`src/rtl/reg_read_arbiter_if.sv`:
```
// Bundles the register-bank read port: requests and hold in, grant, mux select and read data out.
// No storage: all signals are plain wires between the requester side and the arbiter.
// No flow control of its own; requesters hold req/addr until they see gnt.
interface reg_read_arbiter_if #(
   parameter int NREQ   = 4,
   parameter int DATA_W = 16,
   parameter int ADDR_W = 4,
   parameter int ID_W   = 2
);
   logic [NREQ-1:0]        req;
   logic [NREQ*ADDR_W-1:0] addr;
   logic                   hold;
   logic [NREQ-1:0]        gnt;
   logic [ADDR_W-1:0]      mux_sel;
   logic [DATA_W-1:0]      mux_data;
   logic [DATA_W-1:0]      rdata;
   logic                   rvalid;
   logic [ID_W-1:0]        rid;

   // Requester / register-bank side
   modport master (
      output req, addr, hold, mux_data,
      input  gnt, mux_sel, rdata, rvalid, rid
   );

   // Arbiter side
   modport slave (
      input  req, addr, hold, mux_data,
      output gnt, mux_sel, rdata, rvalid, rid
   );
endinterface

```
`src/rtl/reg_read_arbiter.sv`:
```
// Round-robin arbiter sequencing one shared register-bank read mux among NREQ requesters.
// Latency: req sampled at edge E -> gnt/mux_sel after E -> rdata/rvalid after E+1; one access per 2 clks.
// Backpressure: hold=1 blocks new grants only; an access already selected always completes.
module reg_read_arbiter #(
   parameter int NREQ   = 4,
   parameter int DATA_W = 16,
   parameter int ADDR_W = 4,
   parameter int ID_W   = 2
) (
   input logic               clk,
   input logic               rst,
   reg_read_arbiter_if.slave bus
);

   typedef enum logic [1:0] {IDLE, SEL, CAP} state_t;

   state_t            state_q, state_d;
   logic [ID_W-1:0]   ptr_q, ptr_d;
   logic [ID_W-1:0]   wid_q, wid_d;
   logic [NREQ-1:0]   gnt_q, gnt_d;
   logic [ADDR_W-1:0] mux_sel_q, mux_sel_d;
   logic [DATA_W-1:0] rdata_q, rdata_d;
   logic              rvalid_q, rvalid_d;
   logic [ID_W-1:0]   rid_q, rid_d;

   logic              win_vld;
   logic [ID_W-1:0]   win_id;
   logic [ID_W:0]     scan_idx;
   logic [ID_W-1:0]   ptr_next;

   // Round-robin scan starting at ptr: first requester found wins
   always_comb begin
      win_vld  = 1'b0;
      win_id   = '0;
      scan_idx = '0;
      for (int k = 0; k < NREQ; k++) begin
         scan_idx = {1'b0, ptr_q} + (ID_W+1)'(k);
         if (scan_idx >= (ID_W+1)'(NREQ)) begin
            scan_idx = scan_idx - (ID_W+1)'(NREQ);
         end
         if (!win_vld && bus.req[scan_idx[ID_W-1:0]]) begin
            win_vld = 1'b1;
            win_id  = scan_idx[ID_W-1:0];
         end
      end
      ptr_next = (win_id == ID_W'(NREQ-1)) ? '0 : win_id + ID_W'(1);
   end

   // Next-state and output decode; mux_sel/rdata/rid hold unless updated
   always_comb begin
      state_d   = state_q;
      ptr_d     = ptr_q;
      wid_d     = wid_q;
      gnt_d     = '0;
      mux_sel_d = mux_sel_q;
      rdata_d   = rdata_q;
      rvalid_d  = 1'b0;
      rid_d     = rid_q;
      case (state_q)
         IDLE, CAP: begin
            if (!bus.hold && win_vld) begin
               state_d   = SEL;
               gnt_d     = NREQ'(1) << win_id;
               mux_sel_d = bus.addr[int'(win_id)*ADDR_W +: ADDR_W];
               wid_d     = win_id;
               ptr_d     = ptr_next;
            end else begin
               state_d = IDLE;
            end
         end
         SEL: begin
            // mux_data has had a full cycle to settle on the registered select
            state_d  = CAP;
            rdata_d  = bus.mux_data;
            rvalid_d = 1'b1;
            rid_d    = wid_q;
         end
         default: state_d = IDLE;
      endcase
   end

   // State and output registers with synchronous reset
   always_ff @(posedge clk) begin
      if (rst) begin
         state_q   <= IDLE;
         ptr_q     <= '0;
         wid_q     <= '0;
         gnt_q     <= '0;
         mux_sel_q <= '0;
         rdata_q   <= '0;
         rvalid_q  <= 1'b0;
         rid_q     <= '0;
      end else begin
         state_q   <= state_d;
         ptr_q     <= ptr_d;
         wid_q     <= wid_d;
         gnt_q     <= gnt_d;
         mux_sel_q <= mux_sel_d;
         rdata_q   <= rdata_d;
         rvalid_q  <= rvalid_d;
         rid_q     <= rid_d;
      end
   end

   assign bus.gnt     = gnt_q;
   assign bus.mux_sel = mux_sel_q;
   assign bus.rdata   = rdata_q;
   assign bus.rvalid  = rvalid_q;
   assign bus.rid     = rid_q;

endmodule
```
`src/flat_wrapper.sv`:
```
// flat-port wrapper written by rule: the top's interface ports become plain ports
module reg_read_arbiter_flat 
#(
   parameter int NREQ   = 4,
   parameter int DATA_W = 16,
   parameter int ADDR_W = 4,
   parameter int ID_W   = 2
)
  (clk, rst, bus_req, bus_addr, bus_hold, bus_mux_data, bus_gnt, bus_mux_sel, bus_rdata, bus_rvalid, bus_rid);
  reg_read_arbiter_if #(.NREQ(NREQ), .DATA_W(DATA_W), .ADDR_W(ADDR_W), .ID_W(ID_W)) bus_i ();
  input logic clk;
  input logic rst;
  input wire logic [$bits(bus_i.req)-1:0] bus_req;
  input wire logic [$bits(bus_i.addr)-1:0] bus_addr;
  input wire logic [$bits(bus_i.hold)-1:0] bus_hold;
  input wire logic [$bits(bus_i.mux_data)-1:0] bus_mux_data;
  output wire logic [$bits(bus_i.gnt)-1:0] bus_gnt;
  output wire logic [$bits(bus_i.mux_sel)-1:0] bus_mux_sel;
  output wire logic [$bits(bus_i.rdata)-1:0] bus_rdata;
  output wire logic [$bits(bus_i.rvalid)-1:0] bus_rvalid;
  output wire logic [$bits(bus_i.rid)-1:0] bus_rid;
  assign bus_i.req = bus_req;
  assign bus_i.addr = bus_addr;
  assign bus_i.hold = bus_hold;
  assign bus_i.mux_data = bus_mux_data;
  assign bus_gnt = bus_i.gnt;
  assign bus_mux_sel = bus_i.mux_sel;
  assign bus_rdata = bus_i.rdata;
  assign bus_rvalid = bus_i.rvalid;
  assign bus_rid = bus_i.rid;
  reg_read_arbiter #(.NREQ(NREQ), .DATA_W(DATA_W), .ADDR_W(ADDR_W), .ID_W(ID_W)) u_core (.clk(clk), .rst(rst), .bus(bus_i));
endmodule
```
`config.mk`:
```
export PLATFORM = sky130hd
export DESIGN_NAME = reg_read_arbiter_flat
export DESIGN_NICKNAME = d
export VERILOG_FILES = /design/src/rtl/reg_read_arbiter_if.sv /design/src/rtl/reg_read_arbiter.sv /design/src/flat_wrapper.sv
export SDC_FILE = /design/constraint.sdc
export NUM_CORES = 1
export LEC_CHECK = 0
export CAP_MARGIN = 5
export CORE_ASPECT_RATIO = 1.75
export CORE_UTILIZATION = 40
export DETAILED_ROUTE_END_ITERATION = 10
export HOLD_SLACK_MARGIN = 0.08
export PLACE_DENSITY = 0.79
export SYNTH_ARGS = -nofsm -noshare
export SYNTH_HDL_FRONTEND = slang
export SYNTH_SLANG_ARGS = --single-unit
```
`constraint.sdc`:
```
create_clock -name clk -period 3.4 [get_ports clk]
set_clock_uncertainty 0.1 [all_clocks]
set_input_delay 0.34 -clock clk [delete_from_list [all_inputs] [get_ports clk]]
set_output_delay 0.34 -clock clk [all_outputs]
set_load 0.03 [all_outputs]
```
# ---- Word-level counts from Yosys, hierarchy flattened
# Cells that the tools add are included.
dict set report word_totals {
  regBits 33
}
dict set report classes {
  mux 24
  bitwise 2
  addsub 8
  n_lt_le_gt_ge 8
  n_eq_ne 3
  shifts 2
  reduce_logical 12
}
# operator count
set ops {}
lappend ops {{2-bit 2-to-1 mux} 9}
lappend ops {{16-bit by 5-bit variable part select with 4-bit output} 1}
lappend ops {{2-bit by 3-bit < comparator with 1-bit output (second input constant)} 4}
lappend ops {{1-bit 2-to-1 mux} 10}
lappend ops {{3-bit >= comparator (second input constant)} 3}
lappend ops {{1-bit binary-select mux with 2-bit select} 4}
lappend ops {{2-bit by 1-bit subtractor with 2-bit output (second input constant)} 4}
lappend ops {{2-bit by 2-bit adder with 3-bit output (second input constant)} 2}
lappend ops {{2-bit == test (second input constant)} 2}
lappend ops {{1-bit logical AND} 4}
lappend ops {{1-bit zero test} 4}
lappend ops {{2-bit case mux with 2 select lines} 1}
lappend ops {{1-bit by 2-bit << shifter with 4-bit output (first input constant)} 1}
lappend ops {{2-bit by 1-bit adder with 3-bit output (second input constant)} 1}
lappend ops {{2-bit by 3-bit >= comparator with 1-bit output (second input constant)} 1}
lappend ops {{3-bit OR reduction} 1}
lappend ops {{2-bit by 1-bit adder with 2-bit output (second input constant)} 1}
lappend ops {{2-bit by 1-bit == test with 1-bit output (second input constant)} 1}
lappend ops {{2-bit zero test} 1}
lappend ops {{1-bit NOT} 2}
lappend ops {{2-bit AND reduction} 1}
lappend ops {{2-bit OR reduction} 1}

# ---- Depth between registers and ports, before layout
# Gate-level depths: netlist (run 1).
dict set report logic_depth {
  ltp_word 17
  depth_mapped 6
  ltp_nobuf 5
}

# ---- Worst setup path after synthesis (run 1)
# OpenSTA, ideal clock, no wires.
dict set report synth_path {
  path_kind {input -> register}
  startpoint {input bus_req[1]}
  endpoint {register u_core.mux_sel_q[0], in the netlist u_core.bus.mux_sel[0]}
  arrival_time_ns 1.246
  path_slack_ns 1.921
  setup_time_ns 0.133
  cell_stages 6
  cell_sequence {nand2b_4 -> a21boi_1 -> o211ai_2 -> buf_6 -> mux2i_1 -> o221ai_1}
}
dict set report synth_via {
  elab_chain_len 14
  word_cells_on_any_way 25
  cone_classes {1 x shift; 16 x mux; 8 x reduce/logical}
}
# item line
set synth_lines {}
lappend synth_lines {{start, declared} flat_wrapper.sv:13} ;# input wire logic [$bits(bus_i.req)-1:0] bus_req;
lappend synth_lines {{parallel branches: the longest is 14 deep, another holds 1-bit binary-select mux with 2-bit select} -}
lappend synth_lines {{end signal, assigned} reg_read_arbiter.sv:98} ;# mux_sel_q <= mux_sel_d;
lappend synth_lines {{end, declared} reg_read_arbiter.sv:21} ;# logic [ADDR_W-1:0] mux_sel_q, mux_sel_d;
# Several ways; the timed one is not identified. The select of a mux whose other input is x is not followed.
# A chain may end at the register's enable or synchronous reset.

# ---- Worst setup path after layout (run 1)
# Ends and elaborated chain as after synthesis.

==> metrics.txt, run 1 <==
outcome completed; fillcell total slightly below 300; pre-CTS setup slack ~1.0 ns; H-tree depth 2; sequential area share after synthesis 48.8%; DR vias/cell roughly 4.9; crit share post-route about 61%; setup total negative slack 0 ns; hold-fix buffer count after cts 0; most common cell after layout, fill and taps aside clkdlybuf4s50_1; syn nets 190; Worst R2R Start u_core.state_q[0]; final wirelength roughly 3500 um; grt met2 use around 37%; Worst Path Required about 3.5 ns; total gr overflow 0; P_sw ~250 uW; Routed Antenna Nets 0; Max Freq about 0.49 GHz; largest net degree at the start of global routing 30; Final Critical Period between 2 and 2.5 ns; I/O Pins 66; synthesized cell area roughly 1400 sq um; # DRC 0; P_int 674 uW; Power Dens Cells 445 nW/um^2; vias in the first global route 1261; setup ws final around 1.3 ns; Hold Path Class flop to flop; xor/xnor share of the synthesized area less than 1%; die area 3630 sq um; Clk pwr share a little under a third; share of power burned in registers roughly 46%; met1 Use GR between 20 and 25%; Die Span Y a little under 80 um; post-CTS setup buffers 0; YS warnings 0; clk_lat worst skew 0.29 ns; # rows 27; min-delay src u_core.bus.rdata[0]; Post-Synth Adder-Cell Area 0%; crit end category flop; simple-gate share of the synthesized area 24.0%; drt wl/cell 13.6 um; TritonCTS clock tree built; CP Max Fanout 12; post-synthesis compound-gate area fraction between 10% and 20%; IO Port Bufs 65; Crit Path Class input pin to flop; Layout Nets ~250; ant diodes 0; clock buffer depth 2; Final Max Slew Viols 0; P&R area growth vs syn 54.1%; GRT Max-Usage Layer met2; GRT Util Overall ~22%; post-synthesis register bit count 33; CTS Buf Count 5; main combinational cell family by area after synthesis simple AND/OR/NAND/NOR gates; Final Setup Violations 0; DIE WIDTH roughly 46 um; post-synth cell types 31; initial antenna violation count 0; Logic pwr share 22.6%; routability cong. 0.723; 1st-pass router iterations 6; Cells after Synth about 150; maxcap violations 0; layout cell share with drive strength beyond 1 between 7 and 8%; Worst Tran Pin Value roughly 1.1 ns; mux cell area share after synthesis 5.91%; Initial Util between 40% and 50%; Worst-path clk slew ~0.07 ns; static leakage around 0.00078 uW; Final Total Pwr approximately 930 uW; Avg Cell Area, Syn between 8 and 9 sq um; RSZ-0062 raised after global routing false; met3 global-route usage under 10%; most frequent cells in the layout 65 x clkdlybuf4s50_1, 41 x nand2_1, 33 x dfxtp_1; Critical Path AT 2.12 ns; Max transition margin 23.4%; first-pass GRT wire length between 5000 and 6000 um; Vias between 1000 and 1500; # clock sinks 33; VDD IR max between 400 and 500 uV; Final HPWL DP between 2000 and 3000 um; crit path launch bus_req[1]; Switching Share 27.4%; CP startpoint kind input pin; final hold vios 0; Post-CTS Resized 0; core area 3180 sq um; root buffer selected by CTS clkbuf_8; DR iter-0 viols 25
routing by layer:
| metal | wire, um | part of all wire [%] |
|---|---|---|
| met3 | 214 | 6.1 |
| met2 | 1910 | 55 |
| met1 | 1240 | 35 |
| met4 | 133 | 3.8 |
| met5 | 0 | 0 |
synthesized netlist by cell type, drive strengths merged:
library cell / n / share of area [%]
a211oi: 1 / 0.92
clkbuf: 5 / 1.4
nand2: 42 / 12
or3: 1 / 0.46
dfxtp: 33 / 49
and2: 1 / 0.46
or2: 2 / 0.92
nand3b: 4 / 2.2
inv: 1 / 0.28
a21boi: 1 / 0.55
mux2i: 8 / 5.9
xnor2: 1 / 0.65
o221ai: 4 / 2.6
a21oi: 23 / 8.8
buf: 4 / 2.9
o32ai: 1 / 1.2
nor3: 1 / 0.37
nor2b: 3 / 1.9
o211ai: 1 / 0.92
nor2: 8 / 3.4
nand2b: 3 / 1.9
nor4: 1 / 0.46
o21ai: 1 / 0.37
o32a: 1 / 0.83
per-stage QoR:
step | cells | utilization [%] | instance area (sq um) | hold WS, ns
2_1_floorplan | 151 | - | 1360 | 0.319
5_1_grt | 257 | 65.8 | 2090 | 0.373
3_3_place_gp | 250 | 63.0 | 2000 | 0.342
6_report | 257 | 65.8 | 2090 | 0.356
3_5_place_dp | 250 | 63.0 | 2000 | 0.346
4_1_cts | 257 | 65.8 | 2090 | 0.354
final cells by class:
class	count	area [sq um]	area share, %
Clock buffer	7	86.3	4.13
Inverter	1	3.75	0.180
Timing Repair Buffer	65	651	31.2
Sequential cell	33	661	31.6
Tap cell	43	53.8	2.58
Multi-Input combinational cell	108	633	30.3
flip-flops by register name, indices dropped and copies added (netlist names):
signal,flops
u_core.bus.gnt,4
u_core.bus.mux_sel,4
u_core.bus.rdata,16
u_core.bus.rid,2
u_core.bus.rvalid,1
u_core.ptr_q,2
u_core.state_q,2
u_core.wid_q,2
final timing paths:
check / to / slack (ns) / cells past startpoint
worst min-delay path: u_core.bus.rdata[0] / 0.36 / 2
worst max-delay path: u_core.bus.mux_sel[0] / 1.34 / 6
worst min register to register: u_core.bus.rdata[0] / 0.36 / 2
worst max register to register: u_core.bus.rdata[8] / 1.65 / 3
critical path, cell delays in order:
cell and delay (ns):
clkdlybuf4s50_1 0.47, nand2b_4 0.18, a21boi_1 0.13, o211ai_2 0.58, mux2i_1 0.27, o221ai_1 0.15
cell families (layout without fill, tap and decap cells):
group                  count (synthesis)  in the layout
flip-flops                            33             33
AO/OA/AOI/OAI                         33             33
buffers and inverters                 10             73
AND/OR/NAND/NOR                       66             66
multiplexers                           8              8
XOR/XNOR                               1              1
power groups by stage:
stage / Clock, uW / Combinational [uW] / Sequential (uW)
floorplan: 0 / 86.3 / 464
global placement: 0 / 204 / 431
detailed placement: 0 / 210 / 432
CTS: 301 / 211 / 424
global route: 320 / 224 / 427
finish: 295 / 210 / 424
(Power assumes the default switching activity.)
==> run 2: changes to the inputs <==
Settings changed: CORE_UTILIZATION 40 to 36, PLACE_DENSITY 0.79 to 0.75.
Clock period 3.4 ns to 1.66 ns, I/O delays scaled along.
==> run 2 against run 1 <==
  * Sequential power up 110%
  * Global-route usage down 4.0 points
  * Via count up 5.5%
  * Critical path depth unchanged
  * Clock power rose to 2.6 times the previous value
  * Sequential share of layout area down 2.8 points
  * Design area up 9.6%
  * Largest cell class is now non-clock buffers
  * Largest power group unchanged
==> metrics.txt, run 2 (same netlist as run 1, synthesis figures left out) <==
outcome completed; largest net degree at the start of global routing 21 (-30%); ant diodes 0 (unchanged); CP startpoint kind input pin; core area 3590 sq um (+13%); IO Port Bufs 65 (unchanged); Crit Path Class input pin to flop; Core Util, Final 63.7% (-2.1 points); # DRC 0 (unchanged); Critical Path AT 1.69 ns (-0.43 ns); vias in the first global route 1248 (-1.0%); P_sw 541 uW (+110%); # rows 29 (+7.4%); P_int 1600 uW (+140%); hold slack 0.331 ns (-0.0253 ns); CTS Buf Count 5 (unchanged); drt wl/cell 12.6 um (-7.2%); crit end category flop; TritonCTS clock tree built; GRT Util Overall 17.9% (-4.0 points); reg2reg setup slack 0.11 ns (-1.54 ns); Max Freq 0.610 GHz; most frequent cells in the layout 63 x clkdlybuf4s50_1, 41 x nand2_1, 33 x dfxtp_1; Hold Path Class input pin to flop; final wirelength 3480 um (-0.66%); Final Max Slew Viols 0 (unchanged); Worst-path clk slew 0.07 ns (about the same); Final Critical Period about 1.6 ns; # clock sinks 33 (unchanged); Die Span Y 83.2 um (+5.3%); Clk pwr share 35.7% (+4.0 points); I/O Pins 66 (unchanged); routability cong. 0.788 (+9.0%); hold path depth 3 (+1); clock buffer depth 2 (unchanged); maxcap violations 0 (unchanged); root buffer selected by CTS clkbuf_8; 1st-pass router iterations 4 (-2); clk_lat worst skew 0.28 ns (about the same); hold-fix buffer count after cts 0 (unchanged); Routed Antenna Nets 0 (unchanged); Logic pwr share 23.6% (+1.0 points); setup total negative slack 0 ns (unchanged); post-CTS setup buffers 0 (unchanged); Post-CTS Resized 0 (unchanged); Switching Share 25.3% (-2.1 points); Final HPWL DP 2530 um (-3.8%); final hold vios 0 (unchanged); P&R area growth vs syn 68.9%; static leakage 0.000890 uW (+14%); H-tree depth 2 (unchanged); DR iter-0 viols 12 (-52%); VDD IR max 659 uV (+46%); most common cell after layout, fill and taps aside clkdlybuf4s50_1; Initial Util 37.7% (-4.9 points); die area 4020 sq um (+11%); Final Setup Violations 0 (unchanged); Worst Tran Pin Value 0.457 ns (-0.689 ns); Power Dens Cells 935 nW/um^2 (+110%); crit share post-route between 90% and 100%; CP Max Fanout 5 (-7); Worst Path Required 1.71 ns (-1.75 ns); initial antenna violation count 0 (unchanged); DIE WIDTH 48.4 um (+5.2%); Vias 1333 (+5.5%); Largest register FFs 16 (unchanged); Post-Layout Inst Area 2290 sq um (+9.6%); layout cell share with drive strength beyond 1 15.7% (+8.2 points); Layout Nets 267 (+5.5%); first-pass GRT wire length 5530 um (-3.3%); placed inst area 2120 sq um (+5.7%); DR vias/cell 4.85 (-1.4%); share of power burned in registers 40.6% (-5.1 points); reg2reg path depth 4 (+1); total gr overflow 0 (unchanged); Max transition margin 69.3% (+46 points)
run 2: worst paths after layout:
path                           end            startpoint
max          u_core.bus.mux_sel[2]            bus_req[0]
min            u_core.bus.rdata[1]       bus_mux_data[1]
max reg2reg  u_core.bus.mux_sel[2]       u_core.ptr_q[1]
min reg2reg   u_core.bus.rdata[12]  u_core.bus.rdata[12]
run 2: area by class of cell:
type	count	area [sq um]
inverter	1	3.75
multi-input combinational	108	659
fill	305	1300
clock buffer	7	86.3
tap	46	57.6
sequential	33	661
timing repair buffer	79	791
clock inverter	1	30.0
run 2: metal layers:
layer	share of wire [%]	GRT usage [%]	vias to the layer above	routed length [um]
met5	0	0	-	0
met4	2.6	10.4	0	90
met3	3.1	2.75	7	107
met2	58	33.0	35	2000
met1	37	18.6	629	1280
li1	-	-	662	-
run 2: per-stage QoR:
stage | total power [uW] | instances | setup WS, ns
floorplan | 1130 | 151 | 0.269
global placement | 1350 | 266 | -0.238
detailed placement | 1360 | 266 | -0.259
CTS | 2120 | 274 | 0.0282
global route | 2240 | 275 | -0.0522
finish | 2140 | 275 | 0.0210
run 2: power by group through the flow:
stage                     clock network (uW)  registers (uW)  logic (uW)
after floorplan                            0             951         177
after global placement                     0             885         468
after detailed placement                   0             885         473
after CTS                                780             868         476
after global routing                     832             874         536
final                                    765             870         506
run 2: critical path, cell delays in order:
cell	delay, ns
clkdlybuf4s50_1	0.46
nor4_1	0.46
or3_4	0.26
nor2_8	0.05
nand2_1	0.15
o221ai_1	0.14
==> run 3: changes to the inputs <==
Settings changed: CTS_CLUSTER_DIAMETER set to 200, TNS_END_PERCENT set to 30.
==> run 3 against run 2 <==
  * Power down 1.3%
  * First-iteration DRC count down 25%
  * Flip-flop and latch count unchanged
  * Die area unchanged
  * Utilization down 0.98 points
  * Global-route usage unchanged
  * Register-to-register slack better by 0.03 ns
  * Cell count down 0.36%
  * Highest routed layer unchanged
==> metrics.txt, run 3 (same netlist as run 1, synthesis figures left out) <==
met1 Use GR 18.6% (unchanged); total gr overflow 0 (unchanged); die area 4020 sq um (unchanged); final wirelength 3420 um (-1.6%); Final Max Slew Viols 0 (unchanged); Max transition margin 69.7% (+0.39 points); DR vias/cell 4.85 (about the same); reg2reg setup slack 0.14 ns (+0.03 ns); RSZ-0062 raised after global routing true; GRT Max-Usage Layer met2; worst hold endpoint u_core.bus.rdata[1]; first-pass GRT wire length 5530 um (unchanged); final hold vios 0 (unchanged); most frequent cells in the layout 64 x clkdlybuf4s50_1, 41 x nand2_1, 33 x dfxtp_1; Final Total Pwr 2110 uW (-1.3%); most common cell after layout, fill and taps aside clkdlybuf4s50_1; Crit Path Class input pin to flop; reg2reg path depth 4 (unchanged); Largest register FFs 16 (unchanged); Worst-path clk slew 0.07 ns (about the same); Worst Path Required 1.71 ns (about the same); # clock sinks 33 (unchanged); hold path depth 3 (unchanged); DR iter-0 viols 9 (-3); Vias 1328 (-0.38%); Max Freq 0.613 GHz (+0.51%); Final HPWL DP 2530 um (unchanged); layout cell share with drive strength beyond 1 14.0% (-1.7 points); P&R area growth vs syn 66.3%; IO Port Bufs 65 (unchanged); Critical Path, Cell by Cell clkdlybuf4s50_1 > nor4_1 > or3_4 > nor2_8 > nand2_1 > o221ai_1; Max stage delay cell, worst path nor4_1; VDD IR max 598 uV (-9.2%); vias in the first global route 1248 (unchanged); Final Setup Violations 0 (unchanged); Core Util, Final 62.7% (-0.98 points); met3 global-route usage 2.75% (unchanged); post-CTS setup buffers 0 (unchanged); CP startpoint kind input pin; min-delay src bus_mux_data[1]; Worst Tran Pin Value 0.451 ns (-0.00580 ns); core area 3590 sq um (unchanged); ant diodes 0 (unchanged); crit end category flop; clk_lat worst skew 0.28 ns (about the same); Layout Nets 266 (-0.37%); DIE WIDTH 48.4 um (unchanged); Initial Util 37.7% (unchanged); H-tree depth 2 (unchanged); Hold Path Class input pin to flop; # rows 29 (unchanged); routability cong. 0.788 (unchanged); TritonCTS clock tree built; Worst R2R Start u_core.ptr_q[1]; 1st-pass router iterations 4 (unchanged); CTS Buf Count 5 (unchanged); initial antenna violation count 0 (unchanged); Post-CTS Resized 0 (unchanged); crit share post-route 98.2% (-0.50 points); hold-fix buffer count after cts 0 (unchanged); drt wl/cell 12.5 um (-1.3%); reg2reg end u_core.bus.mux_sel[2]; root buffer selected by CTS clkbuf_8; Final Critical Period 1.63 ns (-0.00830 ns); Die Span Y 83.2 um (unchanged); Power Dens Cells 937 nW/um^2 (+0.20%); Routed Antenna Nets 0 (unchanged); # DRC 0 (unchanged); maxcap violations 0 (unchanged); fin cells 274 (-0.36%); outcome completed; GRT Util Overall 17.9% (unchanged); CP peak stage delay 0.47 ns (about the same); grt met2 use 33.0% (unchanged); I/O Pins 66 (unchanged); largest net degree at the start of global routing 21 (unchanged); clock buffer depth 2 (unchanged); CP Max Fanout 5 (unchanged); Critical Path AT 1.68 ns (about the same); cell count after placement 266 (unchanged); static leakage 0.000870 uW (-2.2%)
## run 3: critical path, delay by kind of cell
family	cells	cell delay, ns
buffers and inverters	1	0.46
AO/OA/AOI/OAI	1	0.14
AND/OR/NAND/NOR	4	0.92
## run 3: layer usage
layer / wire, um / vias up / share of wire, %
met4: 123 / 0 / 3.6
met3: 99 / 10 / 2.9
met5: 0 / - / 0
met2: 1960 / 36 / 57
met1: 1240 / 623 / 36
li1: - / 659 / -
## run 3: through the flow
step	hold slack, ns	worst slack (ns)	cell area, sq um	setup TNS (ns)
after floorplan	0.145	0.269	1360	0
after global placement	0.341	-0.238	2120	-1.98
after detailed placement	0.348	-0.259	2120	-2.27
after CTS	0.324	0.0282	2230	0
after global routing	0.329	-0.0549	2250	-0.222
final	0.331	0.0293	2250	0
## run 3: where the power goes
part | leakage (uW) | internal, uW | switching, uW
sequential | 0.000269 | 839 | 30.4
clock | 0.0000585 | 489 | 272
combinational | 0.000543 | 255 | 227
total | 0.000870 | 1580 | 529
## run 3: layout make-up
type                       instances  area [sq um]
clock buffer                       7          86.3
sequential                        33           661
multi-input combinational        108           652
inverter                           1          3.75
clock inverter                     1          30.0
tap                               46          57.6
fill                             308          1340
timing repair buffer              78           763
## run 3: worst max path at each step
stage / cells past startpoint / slack [ns] / to / startpoint
after floorplan: 4 / 0.27 / u_core.ptr_q[0] / u_core.state_q[0]
after global placement: 6 / -0.24 / u_core.bus.mux_sel[1] / bus_req[2]
after detailed placement: 6 / -0.26 / u_core.bus.mux_sel[1] / bus_req[2]
after CTS: 6 / 0.03 / u_core.bus.mux_sel[1] / bus_req[2]
after global routing: 6 / -0.05 / u_core.bus.mux_sel[2] / bus_req[1]
final: 6 / 0.03 / u_core.bus.mux_sel[2] / bus_req[1]
